===== src/rtl/past_notes_replay_ctrl_pkg.sv =====
// Shared definitions for the past-notes replay controller.
//   - default sizing constants for the history depth, note code and hold timer
//   - replay FSM state encoding
package past_notes_replay_ctrl_pkg;

   localparam int DEFAULT_DEPTH  = 5;
   localparam int DEFAULT_NOTE_W = 6;
   localparam int DEFAULT_DUR_W  = 11;

   typedef enum logic [1:0] {
      IDLE  = 2'd0,
      ISSUE = 2'd1,
      HOLD  = 2'd2,
      DONE  = 2'd3
   } replay_state_t;

endpackage


===== src/rtl/dffr.sv =====
// Generic W-bit D flip-flop with synchronous active-high reset to zero.
//   clk : clock (rising edge)
//   r   : synchronous reset, clears q
//   d   : next value
//   q   : registered value
module dffr #(
   parameter int W = 1
) (
   input  logic         clk,
   input  logic         r,
   input  logic [W-1:0] d,
   output logic [W-1:0] q
);

   always_ff @(posedge clk) begin
      if (r) q <= '0;
      else   q <= d;
   end

endmodule


===== src/rtl/dffre.sv =====
// Generic W-bit D flip-flop with synchronous active-high reset and load enable.
// Reset has priority over the enable.
//   clk : clock (rising edge)
//   r   : synchronous reset, clears q
//   en  : load enable
//   d   : next value
//   q   : registered value
module dffre #(
   parameter int W = 1
) (
   input  logic         clk,
   input  logic         r,
   input  logic         en,
   input  logic [W-1:0] d,
   output logic [W-1:0] q
);

   always_ff @(posedge clk) begin
      if (r)       q <= '0;
      else if (en) q <= d;
   end

endmodule


===== src/rtl/past_notes_replay_ctrl_note_history_shift.sv =====
// DEPTH-stage shift register of NOTE_W-bit notes. Stage 0 holds the newest note;
// on each enabled edge every stage takes the value of the one below it and the
// oldest entry is discarded.
//   clk    : clock (rising edge)
//   reset  : synchronous active-high reset, clears every stage
//   en     : shift enable
//   din    : note loaded into stage 0
//   q_flat : all stages, stage k at bits [k*NOTE_W +: NOTE_W]
module note_history_shift #(
   parameter int DEPTH  = 5,
   parameter int NOTE_W = 6
) (
   input  logic                    clk,
   input  logic                    reset,
   input  logic                    en,
   input  logic [NOTE_W-1:0]       din,
   output logic [DEPTH*NOTE_W-1:0] q_flat
);

   logic [NOTE_W-1:0] stage_d [DEPTH];
   logic [NOTE_W-1:0] stage_q [DEPTH];

   for (genvar k = 0; k < DEPTH; k++) begin : g_stage
      if (k == 0) begin : g_head
         assign stage_d[k] = din;
      end else begin : g_tail
         assign stage_d[k] = stage_q[k-1];
      end

      dffre #(.W(NOTE_W)) u_ff (
         .clk (clk),
         .r   (reset),
         .en  (en),
         .d   (stage_d[k]),
         .q   (stage_q[k])
      );

      assign q_flat[k*NOTE_W +: NOTE_W] = stage_q[k];
   end

endmodule


===== src/rtl/past_notes_replay_ctrl.sv =====
// Past-notes replay controller. Captures each new note into a DEPTH-deep
// history and, on request, replays the history oldest-to-newest to the note
// player over a valid/ready handshake, holding each note for hold_cycles
// (minimum 1) cycles after its handshake.
//   clk          : clock (rising edge)
//   reset        : synchronous active-high reset
//   play_enable  : run/pause; low freezes capture, FSM and timer
//   new_note     : one-cycle pulse, note_in valid
//   note_in      : note to capture
//   replay_req   : one-cycle replay request
//   hold_cycles  : per-note hold time, sampled at each handshake
//   player_ready : player accepts out_note
//   out_note     : note being replayed (held after the handshake)
//   out_valid    : out_note offered to the player
//   busy         : FSM not idle
//   fill         : number of valid history entries
//   replay_done  : one-cycle pulse at the end of a replay
//   overrun      : one-cycle pulse when a new note was dropped during replay
module past_notes_replay_ctrl
   import past_notes_replay_ctrl_pkg::*;
#(
   parameter int DEPTH  = DEFAULT_DEPTH,
   parameter int NOTE_W = DEFAULT_NOTE_W,
   parameter int DUR_W  = DEFAULT_DUR_W
) (
   input  logic              clk,
   input  logic              reset,
   input  logic              play_enable,
   input  logic              new_note,
   input  logic [NOTE_W-1:0] note_in,
   input  logic              replay_req,
   input  logic [DUR_W-1:0]  hold_cycles,
   input  logic              player_ready,
   output logic [NOTE_W-1:0] out_note,
   output logic              out_valid,
   output logic              busy,
   output logic [2:0]        fill,
   output logic              replay_done,
   output logic              overrun
);

   localparam int IDX_W = (DEPTH > 1) ? $clog2(DEPTH) : 1;

   localparam logic [2:0]       FILL_MAX   = 3'(DEPTH);
   localparam logic [2:0]       FILL_ONE   = 3'd1;
   localparam logic [IDX_W-1:0] IDX_ONE    = IDX_W'(1);
   localparam logic [DUR_W-1:0] TIMER_ONE  = DUR_W'(1);

   replay_state_t     state_q, state_d;
   logic [1:0]        state_raw;
   logic [IDX_W-1:0]  idx_q, idx_d;
   logic [DUR_W-1:0]  timer_q, timer_d;
   logic [2:0]        fill_q, fill_d, fill_post;
   logic [NOTE_W-1:0] last_note_q, last_note_d;
   logic              overrun_d;

   logic                    capture;
   logic [DEPTH*NOTE_W-1:0] hist_flat;
   logic [NOTE_W-1:0]       hist [DEPTH];
   logic [NOTE_W-1:0]       hist_sel;
   logic [DUR_W-1:0]        hold_eff;

   // ---------------------------------------------------------------- history
   assign capture = new_note && play_enable && (state_q == IDLE);

   note_history_shift #(
      .DEPTH  (DEPTH),
      .NOTE_W (NOTE_W)
   ) u_history (
      .clk    (clk),
      .reset  (reset),
      .en     (capture),
      .din    (note_in),
      .q_flat (hist_flat)
   );

   always_comb begin
      hist_sel = '0;
      for (int unsigned i = 0; i < DEPTH; i++) begin
         hist[i] = hist_flat[i*NOTE_W +: NOTE_W];
         if (idx_q == i[IDX_W-1:0]) hist_sel = hist[i];
      end
   end

   // -------------------------------------------------------------- registers
   // Everything except overrun advances only while play_enable is high, which
   // gives the freeze/resume behaviour for free.
   dffre #(.W(2)) u_state_ff (
      .clk (clk), .r (reset), .en (play_enable), .d (state_d), .q (state_raw)
   );
   assign state_q = replay_state_t'(state_raw);

   dffre #(.W(IDX_W)) u_idx_ff (
      .clk (clk), .r (reset), .en (play_enable), .d (idx_d), .q (idx_q)
   );

   dffre #(.W(DUR_W)) u_timer_ff (
      .clk (clk), .r (reset), .en (play_enable), .d (timer_d), .q (timer_q)
   );

   dffre #(.W(3)) u_fill_ff (
      .clk (clk), .r (reset), .en (play_enable), .d (fill_d), .q (fill_q)
   );

   dffre #(.W(NOTE_W)) u_note_ff (
      .clk (clk), .r (reset), .en (play_enable), .d (last_note_d), .q (last_note_q)
   );

   assign overrun_d = new_note && play_enable && (state_q != IDLE);

   dffr #(.W(1)) u_overrun_ff (
      .clk (clk), .r (reset), .d (overrun_d), .q (overrun)
   );

   // ------------------------------------------------------------- next state
   assign hold_eff = (hold_cycles == '0) ? TIMER_ONE : hold_cycles;

   // Fill as seen after this cycle's capture, so a replay requested together
   // with a new note starts from the updated oldest entry.
   assign fill_post = (capture && (fill_q != FILL_MAX)) ? (fill_q + FILL_ONE) : fill_q;

   always_comb begin
      state_d     = state_q;
      idx_d       = idx_q;
      timer_d     = timer_q;
      fill_d      = fill_q;
      last_note_d = last_note_q;

      unique case (state_q)
         IDLE: begin
            fill_d = fill_post;
            if (replay_req) begin
               if (fill_post != '0) begin
                  idx_d   = IDX_W'(fill_post - FILL_ONE);
                  state_d = ISSUE;
               end else begin
                  state_d = DONE;
               end
            end
         end
         ISSUE: begin
            if (player_ready) begin
               timer_d     = hold_eff;
               last_note_d = hist_sel;
               state_d     = HOLD;
            end
         end
         HOLD: begin
            if (timer_q <= TIMER_ONE) begin
               timer_d = '0;
               if (idx_q == '0) begin
                  state_d = DONE;
               end else begin
                  idx_d   = idx_q - IDX_ONE;
                  state_d = ISSUE;
               end
            end else begin
               timer_d = timer_q - TIMER_ONE;
            end
         end
         DONE: begin
            state_d = IDLE;
         end
         default: begin
            state_d = IDLE;
         end
      endcase
   end

   // ---------------------------------------------------------------- outputs
   assign out_valid   = (state_q == ISSUE) && play_enable;
   assign out_note    = (state_q == ISSUE) ? hist_sel : last_note_q;
   assign busy        = (state_q != IDLE);
   assign replay_done = (state_q == DONE) && play_enable;
   assign fill        = fill_q;

endmodule

===== config.mk =====
export PLATFORM = sky130hd
export DESIGN_NAME = past_notes_replay_ctrl
export DESIGN_NICKNAME = d
export VERILOG_FILES = /design/src/rtl/past_notes_replay_ctrl_pkg.sv /design/src/rtl/dffr.sv /design/src/rtl/dffre.sv /design/src/rtl/past_notes_replay_ctrl_note_history_shift.sv /design/src/rtl/past_notes_replay_ctrl.sv
export SDC_FILE = /design/constraint.sdc
export NUM_CORES = 1
export LEC_CHECK = 0
export CAP_MARGIN = 20
export CORE_MARGIN = 5
export CORE_UTILIZATION = 55
export DETAILED_ROUTE_END_ITERATION = 12
export GPL_TIMING_DRIVEN = 0
export HOLD_SLACK_MARGIN = 0.03
export PLACE_DENSITY_LB_ADDON = 0.15
export SLEW_MARGIN = 15
export SYNTH_ARGS = -nofsm -noshare
export SYNTH_HDL_FRONTEND = slang
export SYNTH_HIERARCHICAL = 1
export SYNTH_SLANG_ARGS = --single-unit
export TNS_END_PERCENT = 100

===== constraint.sdc =====
create_clock -name clk -period 3.11 [get_ports clk]
set_input_delay 0.4665 -clock clk [delete_from_list [all_inputs] [get_ports clk]]
set_output_delay 0.4665 -clock clk [all_outputs]
set_load 0.03 [all_outputs]

==> impl_results.md, run 1 <==
- RSZ-0062 raised after global routing: false
- Placed insts: a little over 500
- Post-CTS setup buffers: 0
- Syn Area/Cell: about 8.6 um2
- #FFs+latches synth: 56
- Initial antenna violation count: 0
- Post-synth EDFFs: 0
- Final setup viols: 0
- Vias: approximately 2900
- DR WL met2: 3.42 mm
- Fin cells: 513
- CP arrival: ~2.5 ns
- Worst-path cell with the longest stage delay: dlygate4sd2_1
- Clock Tree Buf Depth: 2
- Routed wire length: 7.43 mm
- Leakage power: 1.63 nW
- Post-synth ARST share: 0%
- Met3 WL post-DR: roughly 320 um
- R2r setup slk: 0.27 ns
- Die area: 7830 um2
- Nets: around 480
- Wire length on met1: 3.58 mm
- Hold_ws: about 0.48 ns
- Port bufs: 35
- H-tree Lvls: 2
- CP Capture Type: output pin
- Pwr/cell area: 452 nW/um2
- Combinational power share: 33.3%
- Synthesized instance count: about 400
- CTS tree: yes
- Die Width: between 80 and 90 um
- Final critical-path share of the clock period: between 90 and 100%
- Fmax: 0.343 GHz
- Largest cells by area after synthesis: dfxtp_1 (33%), mux2i_1 (18%), nor2_1 (8.2%)
- Rows: 28
- Fin crit period: a little under 3 ns
- Avg Vias per Cell: approximately 5.7
- First-pass GRT wire length: around 13 mm
- Critical path, cell by cell: inv_1, ha_2, nor2b_4, a221o_1, a22oi_1, o21a_1, a21oi_1, dlygate4sd2_1
- Die Y: a little under 90 um
- Seq/Total Area, Yosys: around a third
- Final Cell Area: roughly 3900 um2
- WP data required: around 2.6 ns
- Layout cells sized above 1: 8.45%
- Diodes inserted: 0
- Count of different cell masters after synthesis: 50
- Status: complete, no violations
- Startpoint Class: register
- DR WL/cell: ~14 um
- Clock power share: about a quarter
- Largest fanout on the critical path: 9
- Vias in the first global route: 2717
- Synth area leader: dfxtp_1
- NetSw: 0.615 mW
- Uppermost layer routed: met4
- Critical Path Max Stage Delay: just over 0.4 ns
- Most frequent cells in the layout: nor2_1 (74), mux2i_1 (61), dfxtp_1 (56)
- Kind of critical path: reg -> out
- Starting Density: 56.9%
- Rel. slew slack: 63.6%
- Area Growth Syn to Fin: 15.8%
- Clk_lat worst skew: about 0.31 ns
- Total power: between 1.5 and 2 mW
- Switching share of power: 34.7%
- Fin. max-slew vios: 0
- Global route total overflow: 0
- Clk sinks: 56
- Setup TNS: 0 ns
- CTS clk-pin slew, worst paths: 0.10 ns
- Io pins: 36
- TritonCTS buffer count: 5
- Sequential power share: a little over two fifths
- DP Wirelength: between 5 and 6 mm
- Worst IR Drop VDD: between 0.2 and 0.25 mV
- YS warnings: 6
- Gr usage total: approximately a fifth
- Placer Congestion: 0.855
- Endpoints failing hold: 0
- Most common flop cell mapped by yosys: dfxtp_1
- Worst min path class: in -> reg
- Int Power: 1.16 mW
- CTS root buf: clkbuf_8
- DR pass1 iterations: 5
- Most common cell after layout, fill and taps aside: nor2_1
- Least-Margin Pin Slew: between 0.5 and 0.6 ns
- Setup Skew: a little under 0.008 ns
- Pin count of the biggest net entering global routing: 40
- Antenna viol nets, final: 0
- Share of the synthesized area in the top cell type: 33.1%
- Post-synth net total: 434
- DRC viols: 0
- Mapped Area: approximately 3400 um2
- Max cap viols: 0
- Initial DRC count: between 150 and 200
- Placed instance area: between 3000 and 4000 um2
- Core Region: roughly 6000 um2
synth_stat cells, drive strengths merged (6+ instances only):
master / instances
nor4: 6
a22oi: 13
clkbuf: 11
buf: 9
a21oi: 23
inv: 23
nor2: 74
ha: 16
nor3: 6
o21a: 6
nand3: 10
mux2i: 61
nand2: 17
dfxtp: 56
o21ai: 12
a221o: 8
worst max-delay path, delay by kind of cell (launching register included):
kind,cells,cell delay [ns]
compound gates,4,0.60
fa+ha+maj,1,0.33
buf+inv,2,0.58
flops,1,0.39
simple gates,1,0.24
cell families after synthesis:
group                      count (synthesis)  synth area share, %
xor gates and xnor gates                   2                0.517
and+or+nand+nor                          135                 18.9
buffers and inverters                     43                 6.53
AOI/OAI and AO/OA                         82                 17.1
DFF                                       56                 33.1
adders and majority gates                 16                 5.91
muxes                                     61                 18.0
timing repair:
| action | in CTS | in global routing |
|---|---|---|
| setup endpoints to repair | 9 | 10 |
| endpoints found under the hold margin | 0 | 0 |
| pin swaps | 0 | 0 |
| resized for setup | 9 | 15 |
| hold buffers | 0 | 0 |
power groups by stage:
stage | logic [mW] | clock network [mW] | registers (mW)
CTS | 0.590 | 0.437 | 0.765
detailed placement | 0.596 | 0 | 0.782
floorplan | 0.418 | 0 | 0.779
global route | 0.651 | 0.468 | 0.770
finish | 0.590 | 0.418 | 0.766
global placement | 0.581 | 0 | 0.781
worst paths after layout:
| check | start | endpoint | depth (start not counted) |
|---|---|---|---|
| worst max-delay path | u_idx_ff/q[0] | out_note[4] | 8 |
| worst min-delay path | reset | u_note_ff/q[3] | 2 |
| worst max register to register | u_state_ff/q[1] | u_idx_ff/q[1] | 12 |
| worst min register to register | u_idx_ff/q[2] | u_idx_ff/q[2] | 2 |
per-layer routing:
layer  vias to the layer above  track usage, %
li1                       1481               -
met1                      1366            27.6
met2                        47            32.0
met3                         8            3.26
met4                         0            6.04
met5                         -               0
sequential cells by signal, indices dropped and copies added, names as in the netlist:
signal	cells
u_overrun_ff/q	1
u_state_ff/q	2
u_history/g_stage.u_ff/q	30
u_note_ff/q	6
u_idx_ff/q	3
u_fill_ff/q	3
u_timer_ff/q	11
final cells by class:
class	instances	area (um2)
timing repair buffer	36	338
clock inverter	3	25.0
multi-input combinational	296	2060
fill	542	2030
tap	75	93.8
clock buffer	5	68.8
buffer	19	134
sequential	56	1120
inverter	23	86.3
stage by stage:
| step | setup WS, ns | utilization, % |
|---|---|---|
| after CTS | 0.0631 | 66.1 |
| final | 0.198 | 65.9 |
| after detailed placement | -0.550 | 64.6 |
| after global routing | 0.0139 | 65.9 |
| after global placement | -0.587 | 64.4 |
| after floorplan | 0.555 | - |
Power figures use the tool's default switching activity.
==> run 2: changes to the inputs <==
--- a/config.mk
+++ b/config.mk
@@ -10,11 +10,9 @@
 export CORE_UTILIZATION = 55
 export DETAILED_ROUTE_END_ITERATION = 12
 export GPL_TIMING_DRIVEN = 0
-export HOLD_SLACK_MARGIN = 0.03
 export PLACE_DENSITY_LB_ADDON = 0.15
 export SLEW_MARGIN = 15
 export SYNTH_ARGS = -nofsm -noshare
 export SYNTH_HDL_FRONTEND = slang
-export SYNTH_HIERARCHICAL = 1
 export SYNTH_SLANG_ARGS = --single-unit
 export TNS_END_PERCENT = 100
==> run 2 against run 1 <==
Global-route usage is 1.4 points higher; clock skew is 0.0039 ns higher; core utilization grew 2.7 points; synthesized cell count up 3.3%; clock power decreased by 7.4%.
==> impl_results.md, run 2 <==
- Initial antenna violation count: 0
- Status: complete, no violations
- Top Registers: u_history.g_stage.u_ff.q x30, u_timer_ff.q x11, u_note_ff.q x6
- First-pass GRT wire length: between 10 and 15 mm
- Synthesized instance count: 408
- H-tree Lvls: 2
- #FFs+latches synth: 56
- CTS clk-pin slew, worst paths: 0.10 ns
- Max cap viols: 0
- Pin count of the biggest net entering global routing: 17
- RSZ-0062 raised after global routing: false
- Die Y: between 80 and 90 um
- CP Capture Type: register
- Placer Congestion: ~0.91
- Seq/Total Area, Yosys: 37.5%
- Critical Path Max Stage Delay: about 0.48 ns
- Nets: approximately 480
- Most common cell after layout, fill and taps aside: nand2_1
- Io pins: 36
- Layout Utilization: 68.6%
- Post-synth EDFFs: 0
- Rel. slew slack: a little under two fifths
- Clk_lat worst skew: between 0.3 and 0.4 ns
- Vias in the first global route: approximately 2800
- Critical path, cell by cell: clkdlybuf4s50_1, nor4bb_4, buf_6, nand2_2, xor2_2, ha_2, ha_1, or3b_4, a221o_1, or3_1, a31oi_1
- Worst IR Drop VDD: slightly below 0.3 mV
- Die Width: ~84 um
- Setup TNS: 0 ns
- Largest fanout on the critical path: 5
- Wire length on met1: about 3.7 mm
- Post-synth ARST share: 0%
- Least-Margin Pin Slew: about 0.92 ns
- Most frequent cells in the layout: nand2_1 (94), dfxtp_1 (56), a21oi_1 (55)
- Antenna viol nets, final: 0
- Post-synth net total: 442
- Starting Density: 57.5%
- Pwr/cell area: roughly 450 nW/um2
- Layout cells sized above 1: around 6.2%
- Met3 WL post-DR: slightly above 500 um
- Final setup viols: 0
- CP arrival: around 3.2 ns
- YS warnings: 0
- Largest cells by area after synthesis: dfxtp_1 (37%), nand2_1 (12%), a21oi_1 (9.2%)
- Mapped Area: around 3000 um2
- DP Wirelength: ~5.5 mm
- Initial DRC count: 205
- WP data required: 3.35 ns
- Most common flop cell mapped by yosys: dfxtp_1
- Max FFs per register: 30
- Routed wire length: around 7.5 mm
- Avg Vias per Cell: 5.82
- Post-CTS Hold Buffers: 0
- DR WL/cell: roughly 14 um
- Worst min path class: in -> reg
- Count of different cell masters after synthesis: between 40 and 50
- Final Cell Area: around 3600 um2
- Diodes inserted: 0
- Uppermost layer routed: met4
- Vias: approximately 3000
- Share of the synthesized area in the top cell type: between 30% and 40%
- Leakage power: 1.31 nW
- Rows: 26
- Gr usage total: 21.4%
- DR pass1 iterations: 4
- Area Growth Syn to Fin: 19.4%
- CTS root buf: clkbuf_8
- Final critical-path share of the clock period: between 90% and 100%
- Die area: ~7000 um2
- Port bufs: 34
- Endpoints failing hold: 0
- Clock Tree Buf Depth: 2
- Syn Area/Cell: between 7 and 8 um2
- Fmax: between 0.3 and 0.4 GHz
- DR WL met2: between 3 and 4 mm
- Global route total overflow: 0
- Largest Register: u_history.g_stage.u_ff.q
- Total power: approximately 1.6 mW
- Synth top cells by count: nand2_1 (95), dfxtp_1 (56), a21oi_1 (55)
- Worst-path cell with the longest stage delay: clkdlybuf4s50_1
- Fin crit period: 2.97 ns
- Core Region: ~5200 um2
- Startpoint Class: input port
- TritonCTS buffer count: 5
- Clk sinks: 56
- Synth area leader: dfxtp_1
- Kind of critical path: in -> reg
- CTS tree: yes
- Setup Skew: approximately 0.012 ns
- Placed instance area: approximately 3400 um2
- DRC viols: 0
- Most frequent cell after synthesis: nand2_1
- Fin. max-slew vios: 0
==> run 2: final cells by class <==
class / instances / area [um2]
multi-input cells: 303 / 1730
plain buffers: 32 / 133
flip-flops and latches: 56 / 1120
fillers: 466 / 1640
clock inverters: 2 / 12.5
clock buffers: 5 / 68.8
well taps: 70 / 87.6
repair buffers: 35 / 350
inverters: 17 / 63.8
==> run 2: metrics by stage <==
stage                     cells  hold WS (ns)  setup WS [ns]
after global placement      512         0.444         -0.597
after CTS                   520         0.463         0.0233
after floorplan             408         0.437          0.214
after detailed placement    512         0.448         -0.683
final                       520         0.438          0.144
after global routing        520         0.452        0.00536
==> run 2: cells by family after synthesis <==
family                   after synthesis  synth area share, %
AO/OA/AOI/OAI                        120                 25.3
XOR/XNOR                               1                0.293
adder cells (fa/ha/maj)               11                 4.60
buffers and inverters                 49                 6.19
flip-flops                            56                 37.5
multiplexers                           4                 1.34
AND/OR/NAND/NOR                      167                 24.8
==> run 2: worst max-delay path: cells and delay by family <==
kind	cells	cell delay (ns)
XOR/XNOR	1	0.17
AO/OA/AOI/OAI	2	0.49
adder cells (fa/ha/maj)	2	0.40
buffers and inverters	2	0.64
AND/OR/NAND/NOR	4	1.03
==> run 2: routing by layer <==
metal,GRT usage (%),vias to the layer above
met5,0,-
met3,3.95,7
met4,5.41,0
met1,30.8,1416
met2,32.8,99
li1,-,1504
==> run 2: repair_timing <==
action / 4_1_cts / 5_1_grt
hold endpoints to repair: 0 / 0
pin swaps: 2 / 1
setup endpoints to repair: 8 / 5
buffers inserted: 1 / 0
gates cloned: 0 / 0
resized for setup: 13 / 12
==> run 2: worst paths after layout <==
check | start | endpoint | slack [ns] | depth (start not counted)
max reg2reg | u_timer_ff.q[4] | u_timer_ff.q[7] | 0.20 | 7
min reg2reg | u_history.g_stage[4].u_ff.q[2] | u_history.g_stage[4].u_ff.q[2] | 0.46 | 2
min | new_note | u_overrun_ff.q | 0.44 | 3
max | play_enable | u_idx_ff.q[0] | 0.14 | 11
==> run 2: where the power goes <==
part | internal, mW | total (mW) | switching (mW) | leakage, nW
clock | 0.153 | 0.387 | 0.233 | 0.0400
sequential | 0.741 | 0.769 | 0.0278 | 0.453
combinational | 0.180 | 0.467 | 0.287 | 0.819
total | 1.07 | 1.62 | 0.548 | 1.31
==> run 3: changes to the inputs <==
--- a/config.mk
+++ b/config.mk
@@ -7,7 +7,7 @@
 export LEC_CHECK = 0
 export CAP_MARGIN = 20
 export CORE_MARGIN = 5
-export CORE_UTILIZATION = 55
+export CORE_UTILIZATION = 25
 export DETAILED_ROUTE_END_ITERATION = 12
 export GPL_TIMING_DRIVEN = 0
 export PLACE_DENSITY_LB_ADDON = 0.15
==> run 3 against run 2 <==
Non-clock buffer count grew 1; clock-buffer cell count is the same; cell count grew 15%; register-to-register slack gained 0.14 ns; global-route usage shrank 8.7 points; die area grew 100%; combinational power grew 3%; routed wire length grew 18%; first-iteration DRC count shrank 27%; critical path type unchanged; largest cell class unchanged; highest routed layer unchanged.
==> impl_results.md, run 3 (synthesis gave the netlist of run 2 again) <==
- Initial antenna violation count: 0
- Initial DRC count: about 150
- Endpoints failing hold: 0
- Layer with the highest usage: met2
- Antenna viol nets, final: 0
- Die area: about 14000 um2
- Starting Density: between 20 and 30%
- Worst-path cell with the longest stage delay: clkdlybuf4s50_1
- DRC viols: 0
- Io pins: 36
- Max cap viols: 0
- Fin. max-slew vios: 0
- Leakage power: about 1.3 nW
- Area Growth Syn to Fin: 25.6%
- Post-CTS Hold Buffers: 0
- Total power: about 1.9 mW
- First-pass GRT wire length: ~15 mm
- Critical path, cell by cell: clkdlybuf4s50_1, nor4bb_4, buf_4, nand2_2, xor2_2, ha_2, ha_1, or3b_4, a221o_1, or3_1, a31oi_1
- Largest fanout on the critical path: 3
- Vias in the first global route: around 2900
- DR WL/cell: between 10 and 15 um
- Pwr/cell area: approximately 490 nW/um2
- H-tree Lvls: 2
- Die Y: 119 um
- Kind of critical path: in -> reg
- Vias: roughly 3000
- Worst min path class: reg -> reg
- Max FFs per register: 30
- Rows: 40
- WP data required: 3.33 ns
- Die Width: between 100 and 150 um
- Pre-CTS WS: -0.798 ns
- Critical Path Max Stage Delay: 0.47 ns
- Setup Skew: ~0.0079 ns
- Met1 GRT Util: 16.8%
- Rel. slew slack: 59.5%
- DP Wirelength: 6.44 mm
- Final setup viols: 0
- Least-Margin Pin Slew: just over 0.6 ns
- Largest Register: u_history.g_stage.u_ff.q
- Gr usage total: approximately an eighth
- Pin count of the biggest net entering global routing: 20
- Final critical-path share of the clock period: a little over nine tenths
- Clk_lat worst skew: 0.30 ns
- CTS root buf: clkbuf_16
- Avg Vias per Cell: 4.98
- Status: complete, no violations
- Worst IR Drop VDD: approximately 0.27 mV
- Core Region: approximately 12000 um2
- Clk sinks: 56
- Setup TNS: 0 ns
- Final Cell Area: around 3800 um2
- Met2 Track Usage GR: 20.8%
- Fin crit period: about 3 ns
- Top Registers: u_history.g_stage.u_ff.q x30, u_timer_ff.q x11, u_note_ff.q x6
- Nets: 485
- Placer Congestion: 0.791
- Global route total overflow: 0
- Startpoint Class: input port
- Diodes inserted: 0
- Routed wire length: just under 9 mm
- TritonCTS buffer count: 5
- CP arrival: 3.25 ns
- Final worst slack: between 0.08 and 0.09 ns
- Buf/Inv on CP: 2
- Clock Tree Buf Depth: 2
- Filler Cell Count: about 1300
- CTS clk-pin slew, worst paths: about 0.070 ns
- Fmax: ~0.33 GHz
- CP top delay family: simple AND/OR/NAND/NOR gates
- Hold_ws: around 0.46 ns
- Most common cell after layout, fill and taps aside: nand2_1
- RSZ-0062 raised after global routing: true
- CP Capture Type: register
- CTS tree: yes
- Most frequent cells in the layout: nand2_1 (94), dfxtp_1 (56), a21oi_1 (55)
- Placed instance area: approximately 3500 um2
- Port bufs: 34
- DR pass1 iterations: 4
- GR Layer Usage met3: under 10%
- Layout cells sized above 1: slightly below 8%
==> run 3: worst paths after layout <==
| kind | slack (ns) | startpoint | endpoint | cells past startpoint |
|---|---|---|---|---|
| max | 0.08 | play_enable | u_idx_ff.q[0] | 11 |
| min | 0.46 | u_history.g_stage[4].u_ff.q[5] | u_history.g_stage[4].u_ff.q[5] | 2 |
| max reg2reg | 0.34 | u_state_ff.q[1] | u_idx_ff.q[0] | 10 |
| min reg2reg | 0.46 | u_history.g_stage[4].u_ff.q[5] | u_history.g_stage[4].u_ff.q[5] | 2 |
==> run 3: timing repair <==
item / 4_1_cts / 5_1_grt
setup buffers: 2 / 0
pin swaps: 3 / 0
cloned: 0 / 0
endpoints found under the setup margin: 9 / 9
gates resized for setup: 24 / 3
==> run 3: per-layer routing <==
metal  wire [um]  share of wire, %
met1        4240                48
met2        4180                47
met3         312               3.5
met4         161               1.8
met5           0                 0
==> run 3: report_power, final <==
| group | switching, mW | internal [mW] |
|---|---|---|
| sequential | 0.0288 | 0.740 |
| clock | 0.296 | 0.307 |
| combinational | 0.295 | 0.184 |
| total | 0.620 | 1.23 |
==> run 3: tightest hold or removal path, stage by stage, from the launching register on <==
cell,delay (ns)
dfxtp_1,0.31
nand2_1,0.05
a21oi_1,0.05
==> run 3: area by class of cell <==
cell class,instances,area (um2),area share (%)
plain buffers,32,130,3.46
clock buffers,5,125,3.33
clock inverters,3,27.5,0.733
inverters,17,63.8,1.70
multi-input cells,303,1760,46.8
flip-flops and latches,56,1120,29.8
well taps,147,184,4.90
repair buffers,36,348,9.26
==> run 3: per-stage QoR <==
step	std cells	util, %
2_1_floorplan	408	-
3_3_place_gp	589	29.6
3_5_place_dp	589	29.6
4_1_cts	599	31.6
5_1_grt	599	31.7
6_report	599	31.7
